[config.mk]
export PLATFORM = sky130hd
export DESIGN_NAME = regfile
export DESIGN_NICKNAME = d
export VERILOG_FILES = /design/src/rtl/regfile.sv
export SDC_FILE = /design/constraint.sdc
export NUM_CORES = 2
export LEC_CHECK = 0
export BUFFER_PORTS_ARGS = -buffer_cell sky130_fd_sc_hd__buf_4
export CAP_MARGIN = 20
export CORE_MARGIN = 2
export CORE_UTILIZATION = 37
export CTS_BUF_LIST = sky130_fd_sc_hd__clkbuf_4
export DETAILED_ROUTE_END_ITERATION = 10
export PLACE_DENSITY = 0.63
export SYNTH_ARGS = -nofsm -noshare
export SYNTH_HDL_FRONTEND = slang
export SYNTH_SLANG_ARGS = --single-unit
[constraint.sdc]
create_clock -name clk -period 2.05 [get_ports clk]
set_input_delay 0.1025 -clock clk [delete_from_list [all_inputs] [get_ports clk]]
set_output_delay 0.1025 -clock clk [all_outputs]
set_load 0.01 [all_outputs]
[src/rtl/regfile.sv]
// regfile: 31 x 32-bit general-purpose registers ($0 hard-wired to zero),
// two combinational read ports with same-cycle write bypass, one write port,
// and a registered HI/LO pair.
module regfile #(
    localparam int unsigned REG_W    = 32,
    localparam int unsigned ADDR_W   = 5,
    localparam int unsigned NUM_REGS = 32
) (
    input  logic              clk,
    input  logic              rst,
    input  logic              we,
    input  logic [ADDR_W-1:0] waddr,
    input  logic [REG_W-1:0]  wdata,
    input  logic              re1,
    input  logic [ADDR_W-1:0] raddr1,
    output logic [REG_W-1:0]  rdata1,
    input  logic              re2,
    input  logic [ADDR_W-1:0] raddr2,
    output logic [REG_W-1:0]  rdata2,
    input  logic              hilo_we,
    input  logic [REG_W-1:0]  hi_i,
    input  logic [REG_W-1:0]  lo_i,
    output logic [REG_W-1:0]  hi_o,
    output logic [REG_W-1:0]  lo_o
);

    // Register 0 has no storage; only 1..31 are flops.
    logic [REG_W-1:0] regs_q [1:NUM_REGS-1];
    logic [REG_W-1:0] regs_d [1:NUM_REGS-1];
    logic [REG_W-1:0] hi_q, hi_d;
    logic [REG_W-1:0] lo_q, lo_d;

    // Next-state for the register array: a write to $0 is dropped.
    always_comb begin
        for (int i = 1; i < NUM_REGS; i++) begin
            regs_d[i] = regs_q[i];
        end
        if (we && (waddr != '0)) begin
            regs_d[waddr] = wdata;
        end
    end

    // Next-state for HI/LO: always updated as a pair.
    always_comb begin
        hi_d = hi_q;
        lo_d = lo_q;
        if (hilo_we) begin
            hi_d = hi_i;
            lo_d = lo_i;
        end
    end

    // State update; synchronous reset wins over any simultaneous write.
    always_ff @(posedge clk) begin
        if (!rst) begin
            for (int i = 1; i < NUM_REGS; i++) begin
                regs_q[i] <= '0;
            end
            hi_q <= '0;
            lo_q <= '0;
        end else begin
            for (int i = 1; i < NUM_REGS; i++) begin
                regs_q[i] <= regs_d[i];
            end
            hi_q <= hi_d;
            lo_q <= lo_d;
        end
    end

    // Read port 1: zero in reset, for $0 or when disabled; bypass an in-flight write.
    always_comb begin
        rdata1 = '0;
        if (rst && (raddr1 != '0) && re1) begin
            if (we && (raddr1 == waddr)) begin
                rdata1 = wdata;
            end else begin
                rdata1 = regs_q[raddr1];
            end
        end
    end

    // Read port 2: same rules as port 1, fully independent.
    always_comb begin
        rdata2 = '0;
        if (rst && (raddr2 != '0) && re2) begin
            if (we && (raddr2 == waddr)) begin
                rdata2 = wdata;
            end else begin
                rdata2 = regs_q[raddr2];
            end
        end
    end

    // HI/LO expose stored values only; execute-stage forwarding covers in-flight data.
    assign hi_o = hi_q;
    assign lo_o = lo_q;

endmodule

==> out/metrics.cfg <==
[placed_design]
gp_congestion = 0.946
io_buffers = 244
pre_cts_slack_ns = -0.546
dpl.hpwl_um = 144000
placed_cells = 8498

[timing]
fin_ws_ns = -1.27
maxSlewViolCount = 0
min_period_over_period_pct = 162
worst_slew_pin_slew_ns = 1.19
finalHoldViolCount = 0
clock_skew_ns = 0
setup_viol = 64
maxSlewHeadroom_pct = 19.9
layout_min_cycle_time_ns = 3.32
rsz0062_at_grt = true
fmax_ghz = 0.301

[logic_synthesis]
synthArstFlopShare_pct = 0
synth-edff-count = 0
synth.yosys.warnings = 0
synthCells = 6341
synth.area.top_cells = dfxtp_1 (38%), nand2_1 (14%), a21boi_0 (13%), mux4_2 (12%), mux2i_1 (7.3%)
synth-seq-cells = 1056
seq_area_frac_synth_pct = 37.6
netlist_area_mm2 = 0.0563
synth_nets = 6458
synth_top_area_share_pct = 37.6
yosysTopAreaCell = dfxtp_1
ys.flop_type = dfxtp_1
yosys.cell_types.count = 50
syn_avg_cell_area_um2 = 8.87

[worst_hold_path]
min_path_type = in -> reg

[global_route]
grt_start_max_net_pins = 227
track_usage_pct = 29.8
grt_antenna_before_repair = 3
grt_pass1_vias = 54123
globalRoute.totalOverflow = 0
grt_pass1_wl_um = 351000

[drt]
routed_wl_um = 239000
drt_iter0_markers = 6222
wl_per_cell_um = 25.4
met3_length_um = 24200
top_layer = met4
ant_nets = 0
firstDrtPassIters = 6
remaining_drc_errors = 0
viasPerCell = 5.81
num_vias = 54599
wl_met2_um = 107000
drt-met1-wl_um = 89100

[clock_tree]
clkTransAtPathRegs_ns = 0.07
ctsHtreeMaxLevel = 5
clkSinkCount = 1056
clock-root-buffer = clkbuf_4
clock_latency_ns = 1.25
cts_buffer_depth = 4
cts_tree = yes
cts_inserted_buffers = 299

[critical_path]
critical_path.startpoint_type = register
critPathMaxStageDelay_ns = 0.47
crit_required_ns = 1.95
path_class = reg -> out
crit_arrival_ns = 3.22
slowest_stage = mux4_2
path_max_fanout = 3
critPathBufInv = 1
cp-end-kind = primary output
crit_chain = mux4_2, nand2_2, nand2_4, a221o_1, a32o_2, buf_6
cpLargestDelayFamily = compound AO/OA/AOI/OAI gates

[status]
outcome = complete, but fails checks
failed_checks = setup timing

[die]
die_w_um = 394
die_height_um = 394
io_pins = 245
die_area_mm2 = 0.155
placementRows = 143
start_util_pct = 37.1
core_area_mm2 = 0.152

[layout]
area_delta_synth_final_pct = 30.1
fin_cells = 9391
final_nets = 7283
drive_above_1_share_pct = 27.1

[run]
cap_violations = 0

[power_and_ir_drop]
p_leak_nw = 26.7
p_per_area_mw_per_mm2 = 632
vdd_ir_drop_max_mv = 0.481

## metal layers
layer | global-route usage (%) | vias up
li1 | - | 23870
met1 | 36.4 | 26487
met2 | 46.7 | 3443
met3 | 6.37 | 799
met4 | 21.2 | 0
met5 | 0 | -
## where the power goes
part | internal (mW) | switching (mW)
logic | 2.83 | 3.47
registers | 20.7 | 0.165
clock network | 9.70 | 9.33
total | 33.3 | 13.0
## worst reg2reg max path, stage by stage, from the launching register on
cell,delay (ns)
dfxtp_1,0.33
mux2i_1,0.22
dlygate4sd3_1,0.63
nor2b_1,0.06
dlygate4sd3_1,0.57
## per-stage QoR
step	power, mW	instance area [um^2]	util [%]	setup TNS (ns)	hold WS [ns]
finish	46.2	73200	48.3	-68.70	0.121
global placement	26.4	64000	42.2	-21.51	0.364
CTS	46.1	73000	48.1	-72.36	0.0191
floorplan	24.1	56300	-	0	0.272
global route	47.8	73200	48.3	-73.31	0.0898
detailed placement	26.4	64000	42.2	-21.44	0.370
## final cells by class
type,count,area [um^2]
diodes,11,27.5
clock buffers,439,3300
clock inverters,46,176
fillers,13911,78400
inverters,33,124
multi-input cells,4575,33300
flip-flops and latches,1056,21300
well taps,2030,2540
repair buffers,1201,12400
## placed cells by master, fill, tap and decap left out, drive strengths merged, types with 6 or more instances in the layout
cell and count:
nand2 2171, dfxtp 1056, a21boi 992, buf 851, clkbuf 440, mux2i 412
dlygate4sd3 347, mux4 322, nor2 85, a211oi 80, nor2b 68, o221ai 64
a221o 49, a22oi 47, clkinv 41, inv 38, nand4 33, a21oi 32
a32o 32, mux2 32, o21ai 32, o32ai 32, o211a 32, a41oi 15
diode 11, xnor2 8, and2 6
## cell usage after synthesis (all sizes together), types with 47 or more instances
library cell  count
a221o            49
o221ai           64
dfxtp          1056
nor2             85
buf             169
nor2b            68
a22oi            47
mux4            322
a21boi          992
a211oi           80
mux2i           412
clkbuf          508
nand2          2171
## cells by family (layout without fill, tap and decap cells)
group	after synthesis	in the layout	synth area share, %
and+or+nand+nor	2392	2392	16.6
AOI/OAI and AO/OA	1407	1407	19.2
DFF	1056	1056	37.6
muxes	766	766	21.0
buffers and inverters	710	1719	5.39
xor gates and xnor gates	10	10	0.156
other	0	11	0
## worst paths after layout
check	start	endpoint	slack (ns)	cells past startpoint
max	regs_q[31][4]	rdata2[4]	-1.27	6
min	waddr[2]	regs_q[26][5]	0.12	7
min reg2reg	regs_q[26][14]	regs_q[26][14]	0.48	2
max reg2reg	hi_o[1]	hi_o[1]	0.12	4
## flip-flops by register name, indices dropped and copies added (netlist names)
| signal | cells |
|---|---|
| hi_o | 32 |
| regs_q | 992 |
| lo_o | 32 |
## repair_timing
item / in CTS / in global routing
pin swaps: 138 / 36
hold endpoints to repair: 1056 / 0
endpoints found under the setup margin: 64 / 195
hold buffers: 376 / 0
resized for setup: 397 / 69
buffers inserted: 27 / 4
cloned: 0 / 1
Note: power is estimated with default switching activity, not from simulation.
